## src/rtl/acc_display_pkg.sv

```systemverilog
// Shared seven-segment display constants: active-low segment patterns {g,f,e,d,c,b,a}
// and anode helpers, reusable by any display block in the codebase.
package acc_display_pkg;

    localparam logic [6:0] SEG_0 = 7'b1000000;
    localparam logic [6:0] SEG_1 = 7'b1111001;
    localparam logic [6:0] SEG_2 = 7'b0100100;
    localparam logic [6:0] SEG_3 = 7'b0110000;
    localparam logic [6:0] SEG_4 = 7'b0011001;
    localparam logic [6:0] SEG_5 = 7'b0010010;
    localparam logic [6:0] SEG_6 = 7'b0000010;
    localparam logic [6:0] SEG_7 = 7'b1111000;
    localparam logic [6:0] SEG_8 = 7'b0000000;
    localparam logic [6:0] SEG_9 = 7'b0010000;
    localparam logic [6:0] SEG_A = 7'b0001000;
    localparam logic [6:0] SEG_B = 7'b0000011;
    localparam logic [6:0] SEG_C = 7'b1000110;
    localparam logic [6:0] SEG_D = 7'b0100001;
    localparam logic [6:0] SEG_E = 7'b0000110;
    localparam logic [6:0] SEG_F = 7'b0001110;
    localparam logic [6:0] SEG_DARK = 7'b1111111;

    localparam logic [3:0] AN_DARK = 4'b1111;
    localparam logic       DP_OFF  = 1'b1;

    // One-hot-low anode pattern lighting digit idx (digit 0 is rightmost).
    function automatic logic [3:0] an_select(input logic [1:0] idx);
        an_select = ~(4'b0001 << idx);
    endfunction

endpackage

```

## src/rtl/acc_display_hex_to_7seg.sv

```systemverilog
// Purely combinational hex nibble to active-low seven-segment pattern decoder.
module hex_to_7seg
    import acc_display_pkg::*;
(
    input  logic [3:0] nibble,
    output logic [6:0] pattern
);

    always_comb begin
        pattern = SEG_DARK;
        case (nibble)
            4'h0: pattern = SEG_0;
            4'h1: pattern = SEG_1;
            4'h2: pattern = SEG_2;
            4'h3: pattern = SEG_3;
            4'h4: pattern = SEG_4;
            4'h5: pattern = SEG_5;
            4'h6: pattern = SEG_6;
            4'h7: pattern = SEG_7;
            4'h8: pattern = SEG_8;
            4'h9: pattern = SEG_9;
            4'hA: pattern = SEG_A;
            4'hB: pattern = SEG_B;
            4'hC: pattern = SEG_C;
            4'hD: pattern = SEG_D;
            4'hE: pattern = SEG_E;
            4'hF: pattern = SEG_F;
            default: pattern = SEG_DARK;
        endcase
    end

endmodule

```

## src/rtl/acc_display.sv

```systemverilog
// Four-digit multiplexed hex display of the accumulator, with a frame-coherent
// snapshot, optional leading-zero suppression and a blanking input.
module acc_display
    import acc_display_pkg::*;
#(
    parameter int REFRESH_DIV = 50000,
    parameter bit LZ_BLANK    = 1'b0
)
(
    input  logic        clk,
    input  logic        reset,
    input  logic [15:0] value,
    input  logic        blank,
    output logic [3:0]  an,
    output logic [6:0]  seg,
    output logic        dp
);

    localparam logic [15:0] LAST_COUNT = 16'(REFRESH_DIV - 1);

    logic [15:0] count;
    logic [1:0]  idx;
    logic [15:0] snapshot;

    logic        tick;
    logic [15:0] count_next;
    logic [1:0]  idx_next;
    logic [15:0] snapshot_next;
    logic [3:0]  nibble_next;
    logic [6:0]  seg_next;
    logic        lead_zero;
    logic [3:0]  an_next;

    assign tick = (count == LAST_COUNT);

    // Outputs are computed from the post-edge index and snapshot, so on the
    // frame wrap digit 0 already shows the freshly sampled value[3:0].
    always_comb begin
        count_next    = tick ? 16'd0 : count + 16'd1;
        idx_next      = tick ? idx + 2'd1 : idx;
        snapshot_next = (tick && idx == 2'd3) ? value : snapshot;
        nibble_next   = snapshot_next[{idx_next, 2'b00} +: 4];
    end

    always_comb begin
        lead_zero = 1'b0;
        case (idx_next)
            2'd1:    lead_zero = (snapshot_next[15:4]  == 12'h000);
            2'd2:    lead_zero = (snapshot_next[15:8]  == 8'h00);
            2'd3:    lead_zero = (snapshot_next[15:12] == 4'h0);
            default: lead_zero = 1'b0;
        endcase
    end

    assign an_next = (blank || (LZ_BLANK && lead_zero)) ? AN_DARK : an_select(idx_next);

    hex_to_7seg u_decode (
        .nibble  (nibble_next),
        .pattern (seg_next)
    );

    always_ff @(posedge clk) begin
        if (reset) begin
            count    <= 16'd0;
            idx      <= 2'd0;
            snapshot <= 16'h0000;
            an       <= an_select(2'd0);
            seg      <= SEG_0;
            dp       <= DP_OFF;
        end else begin
            count    <= count_next;
            idx      <= idx_next;
            snapshot <= snapshot_next;
            an       <= an_next;
            seg      <= seg_next;
            dp       <= DP_OFF;
        end
    end

endmodule

```

## config.mk

```make
export PLATFORM = sky130hd
export DESIGN_NAME = acc_display
export DESIGN_NICKNAME = d
export VERILOG_FILES = /design/src/rtl/acc_display_pkg.sv /design/src/rtl/acc_display_hex_to_7seg.sv /design/src/rtl/acc_display.sv
export SDC_FILE = /design/constraint.sdc
export NUM_CORES = 1
export LEC_CHECK = 0
export ABC_AREA = 1
export CORE_MARGIN = 4
export CORE_UTILIZATION = 35
export DETAILED_ROUTE_END_ITERATION = 10
export GPL_TIMING_DRIVEN = 0
export SLEW_MARGIN = 30
export SYNTH_ARGS = -nofsm -noshare
export SYNTH_HDL_FRONTEND = slang
export SYNTH_SLANG_ARGS = --single-unit
export TNS_END_PERCENT = 1
```

## constraint.sdc

```tcl
create_clock -name clk -period 4.2 [get_ports clk]
set_input_delay 0.42 -clock clk [delete_from_list [all_inputs] [get_ports clk]]
set_output_delay 0.42 -clock clk [all_outputs]
set_load 0.01 [all_outputs]
```

Word level (Yosys, flattened, before mapping)
Memories as Yosys holds them, arrays and structs flattened. A register that Yosys moved wholly into a read port is not among the register bits. Index checks and enable logic that the tools add are counted. Widths: inputs -> output; s select.

Register bits: 38. Bits in read-only memories: 112. Input bits: 19. Output and inout bits: 12. Logic and storage cells: 19. Memories: 1.

$add $sub $neg: 2. Equality and inequality tests: 2. Shifts and indexed selects: 2. Muxes and demuxes: 3. Bitwise gates (word level): 1. Reductions and logical operators: 3.

Memories: (no name shown) (depth 16, width 7, rd ports 1, clocked after Yosys merged registers in 1, write ports 0, line acc_display_hex_to_7seg.sv:11) `case (nibble)`.

Operators by type and width (number): $add 16x1->16 const B (1); $eq 16x16->1 const B (1); $mux 16 (1); $shiftx 16x5->4 (1); $not 4->4 (1); $reduce_or 2->1 (2); $shl 1x2->4 const A (1); $add 2x1->2 const B (1); $eq 2x2->1 const B (1); $mux 2 (1); $logic_and 1x1->1 (1); $mux 1 (1).

Logic depth before layout (Yosys ltp)
Depth in word-level cells: 5. Gate-level depth with buffers: 20. Mapped depth without buffers: 19.

Cells and area by module
A second synthesis with hierarchy kept.

Cell total of the unflattened synthesis: 364. Area total of the unflattened synthesis: 2429.8 sq um.

Modules (own cells, without submodules): acc_display (times used 1, cells an instance 315, area an instance 2155.8 sq um, seq. area each 900.9 sq um); hex_to_7seg (times used 1, cells an instance 49, area an instance 274.0 sq um, seq. area each 0.0 sq um).

Least setup slack after synthesis
Ideal clock, no wire load.

Path type: flip-flop to flip-flop. Start point: register count[0]. End point: register seg[1]. Setup time: 0.115 ns. Arrival: 2.201 ns. Required time: 4.085 ns. Slack: 1.884 ns. Cell stages (with the launch flop): 16. Path buffers: 1. Period minus slack after synthesis: 2.316 ns. Cell sequence: dfxtp_1 -> ha_1 -> nand3_4 -> nor2_8 -> nand3_4 -> buf_2 -> nand2_1 -> o211ai_1 -> nand2_1 -> nand2_1 -> nand2_1 -> inv_1 -> ha_1 -> nand2_1 -> a21oi_1 -> and2_1.

Longest elaborated chain between the ends: 4. Elaborated cells between the ends (all ways): 5. Those cells by class: 1 x eq/ne; 1 x shift; 2 x mux; 1 x reduce/logical.

RTL lines: from (decl) (line acc_display.sv:21) `logic [15:0] count;`; from (signal assigned) (line acc_display.sv:71) `count <= count_next;`; $eq 16x16->1 * (line acc_display.sv:34) `assign tick = (count == LAST_COUNT);`; $logic_and 1x1->1 (line acc_display.sv:41) `snapshot_next = (tick && idx == 2'd3) ? value : snapshot;`; $mux 16 (line acc_display.sv:41); $shiftx 16x5->4 * (line acc_display.sv:42) `nibble_next = snapshot_next[{idx_next, 2'b00} +: 4];`; to (decl) (line acc_display.sv:15) `output logic [6:0] seg,`.

Mark *: on every way between the ends. The rest lies on a longest branch, timed or not. A chain may end at the register's enable or synchronous reset.

Worst setup path after layout
Ends and elaborated chain as after synthesis.

==> results_dict.tcl <==
set metrics [dict create \
    instances_no_fill 475 \
    synth_common_cells "nand2_1, dfxtp_1, inv_1" \
    ys_seq_elements 45 \
    min_from "count[0]" \
    cp-start-kind "register" \
    remaining_drc_errors 0 \
    synthMuxAreaShare_pct 0 \
    reg2reg_from "count[0]" \
    fmaxAchievable_ghz 0.372 \
    hold_depth 1 \
    num_antenna_cells 0 \
    hp-class "reg -> reg" \
    grt-busiest-layer "met2" \
    drv_slew 0 \
    nNetsFinal 406 \
    dpl.cell_count 468 \
    power_switching_mw 0.161 \
    gr-usage-all-layers_pct 13.4 \
    placementRows 30 \
    syn2layout_area_growth_pct 19.6 \
    peakVddDrop_v 0.000139 \
    switching_share_pct 21.7 \
    yosys-top-cells-area "dfxtp_1, nand2_1, inv_1" \
    synth_top_cell_area_share_pct 36.2 \
    reg2reg_slack_ps 1510 \
    start_util_pct 36.4 \
    vias_per_cell 4.52 \
    startpoint "count[0]" \
    port_buffers 28 \
    io_pins 31 \
    pwr-share-seq_pct 58.2 \
    synth_simple_gate_area_share_pct 41.5 \
    power.share.combinational_pct 4.9 \
    yosysTopAreaCell "dfxtp_1" \
    htreeDepth 2 \
    min_period_over_period_pct 64.0 \
    rsz0062_at_grt "false" \
    grt_pass1_vias 2012 \
    synth_seq_area_share_pct 36.2 \
    multi_input_area_um2 1370 \
    synth_edf_count 0 \
    die_x_um 92.3 \
    synthFlopType "dfxtp_1" \
    post_cts_resized 0 \
    dpl.hpwl_um 3870 \
    rr_endpoint "seg[1]" \
    drt-initial-drc-count 112 \
    grt_use_met3_pct 2.63 \
    wirelength_um 5090 \
    seqCellArea_um2 901 \
    avgSynthCellArea_um2 7.23 \
    worstPathMaxFanout 10 \
    hold_viol 0 \
    critical_path_arrival_ps 2880 \
    synth_cells 344 \
    core-area_um2 6830 \
    fp.dieArea_um2 8520 \
    cellLeakagePower_nw 1.33 \
    clk_pin_slew_worst_paths_ps 80 \
    synth_compound_area_share_pct 7.95 \
    synth_xor_area_share_pct 1.41 \
    clkPwrFrac_pct 36.9 \
    grt_max_degree 13 \
    min_to "count[0]" \
    gp_congestion 0.843 \
    finClkSkew_ps 6.91 \
    reg2reg_depth 15 \
    cts_buffers 5 \
    setup_tns_ps 0 \
    grt-ovfl-total 0 \
    synth_async_sr_flop_share_pct 0 \
    synth.distinct_cells 37 \
    worstSkewPairLatency_ps 300 \
    cts-root-buf "clkbuf_8" \
    grt_pass1_wl_um 9270 \
    grtUsageMet1_pct 18.3 \
    yosysMostFrequentCell "nand2_1" \
    ant_nets 0 \
    nFillCells 743 \
    cts_tree "yes" \
    worst-slew-pin-transition_ps 528 \
    clockBufferDepth 2 \
    clock-sinks 45 \
    finalSetupViolCount 0 \
    p_int_mw 0.580 \
    status "complete, no violations" \
    postCtsHoldBufs 0 \
    cp-end-kind "register" \
    met2_usage_pct 21.2 \
    dr.pass1.iters 4 \
    synth_nets 371 \
    whs_ps 451 \
    post_drt_wl_per_cell_um 10.7 \
    layout-drive-gt1-share_pct 15.8 \
    yosys_warnings 0 \
    min_period_ps 2690 \
    cap_viol_max_count 0 \
    synth_top_family_by_area "simple AND/OR/NAND/NOR gates" \
    crit_required_ps 4390 \
    path_class "reg -> reg" \
    synthAdderAreaFrac_pct 4.03 \
    die_y_um 92.3 \
    power_density_nw_per_um2 249 \
    vias 2146 \
    antenna_found_initial 0 \
    synthesis.area_um2 2490 \
    slew_headroom_pct 64.8 \
    postCtsSetupRepairBufs 0 \
]
==> area by class of cell <==
class | count | area share, %
Timing Repair Buffer | 28 | 9.43
Tap cell | 96 | 4.04
Clock buffer | 7 | 2.90
Sequential cell | 45 | 30.3
Buffer | 7 | 1.56
Inverter | 44 | 5.77
Multi-Input combinational cell | 248 | 46.0
==> sequential cells by signal (all words and copies together), names as in the netlist <==
name / flops
snapshot: 16
idx: 2
seg: 7
an: 4
count: 16
==> cell usage in the layout (no fill, tap or decap), types with 3 or more instances in the layout <==
master,n
nand3_2,4
inv_2,4
a21oi_1,22
nand3_1,19
and3_1,5
clkdlybuf4s50_1,28
clkbuf_8,6
inv_1,37
nor2_1,28
dfxtp_1,45
nand4_1,4
nand2_2,15
nor2_2,8
ha_1,8
o21ai_1,5
nor2_8,3
nand2_4,6
nand2_1,94
o21ai_0,5
o211ai_1,3
clkbuf_1,4
==> routing by layer <==
metal / routed length [um] / vias to the layer above / share of wire, %
met4: 76 / 0 / 1.5
met3: 228 / 6 / 4.5
met5: 0 / - / 0
li1: - / 1147 / -
met2: 2320 / 41 / 46
met1: 2460 / 952 / 48
==> per-stage QoR <==
step	worst slack (ps)	power [mW]	utilization [%]	instance area, um^2
after floorplan	1880	0.455	-	2490
after global placement	1540	0.478	42.3	2890
after detailed placement	1540	0.478	42.3	2890
after CTS	1510	0.755	43.5	2970
after global routing	1170	0.770	43.5	2970
final	1510	0.741	43.5	2970
==> logic make-up (layout without fill, tap and decap cells) <==
| family | Yosys count | in the layout |
|---|---|---|
| flip-flops | 45 | 45 |
| adder cells (fa/ha/maj) | 8 | 8 |
| other | 1 | 1 |
| AO/OA/AOI/OAI | 37 | 37 |
| buffers and inverters | 51 | 86 |
| XOR/XNOR | 4 | 4 |
| AND/OR/NAND/NOR | 198 | 198 |
==> worst max-delay path, stage by stage (launching register included) <==
cell and delay (ps):
dfxtp_1 350, ha_1 240, nand3_4 160, nor2_8 220, nand3_4 130, buf_2 210, nand2_1 70, o211ai_1 80
nand2_1 80, nand2_1 50, nand2_1 210, inv_1 120, ha_1 300, nand2_1 110, a21oi_1 70, and2_1 180
==> worst max path at each step <==
stage	end	cells after the start	slack (ps)
finish	seg[1]	15	1510
detailed placement	seg[1]	15	1540
global placement	seg[1]	15	1540
global route	seg[3]	16	1170
floorplan	seg[1]	15	1880
CTS	seg[1]	15	1510
==> power groups by stage <==
stage          Clock, mW  Combinational [mW]  Sequential, mW
2_1_floorplan          0              0.0139           0.441
3_3_place_gp           0              0.0366           0.441
3_5_place_dp           0              0.0366           0.441
4_1_cts            0.286              0.0369           0.431
5_1_grt            0.298              0.0402           0.432
6_report           0.273              0.0363           0.431
Power figures use the tool's default switching activity.
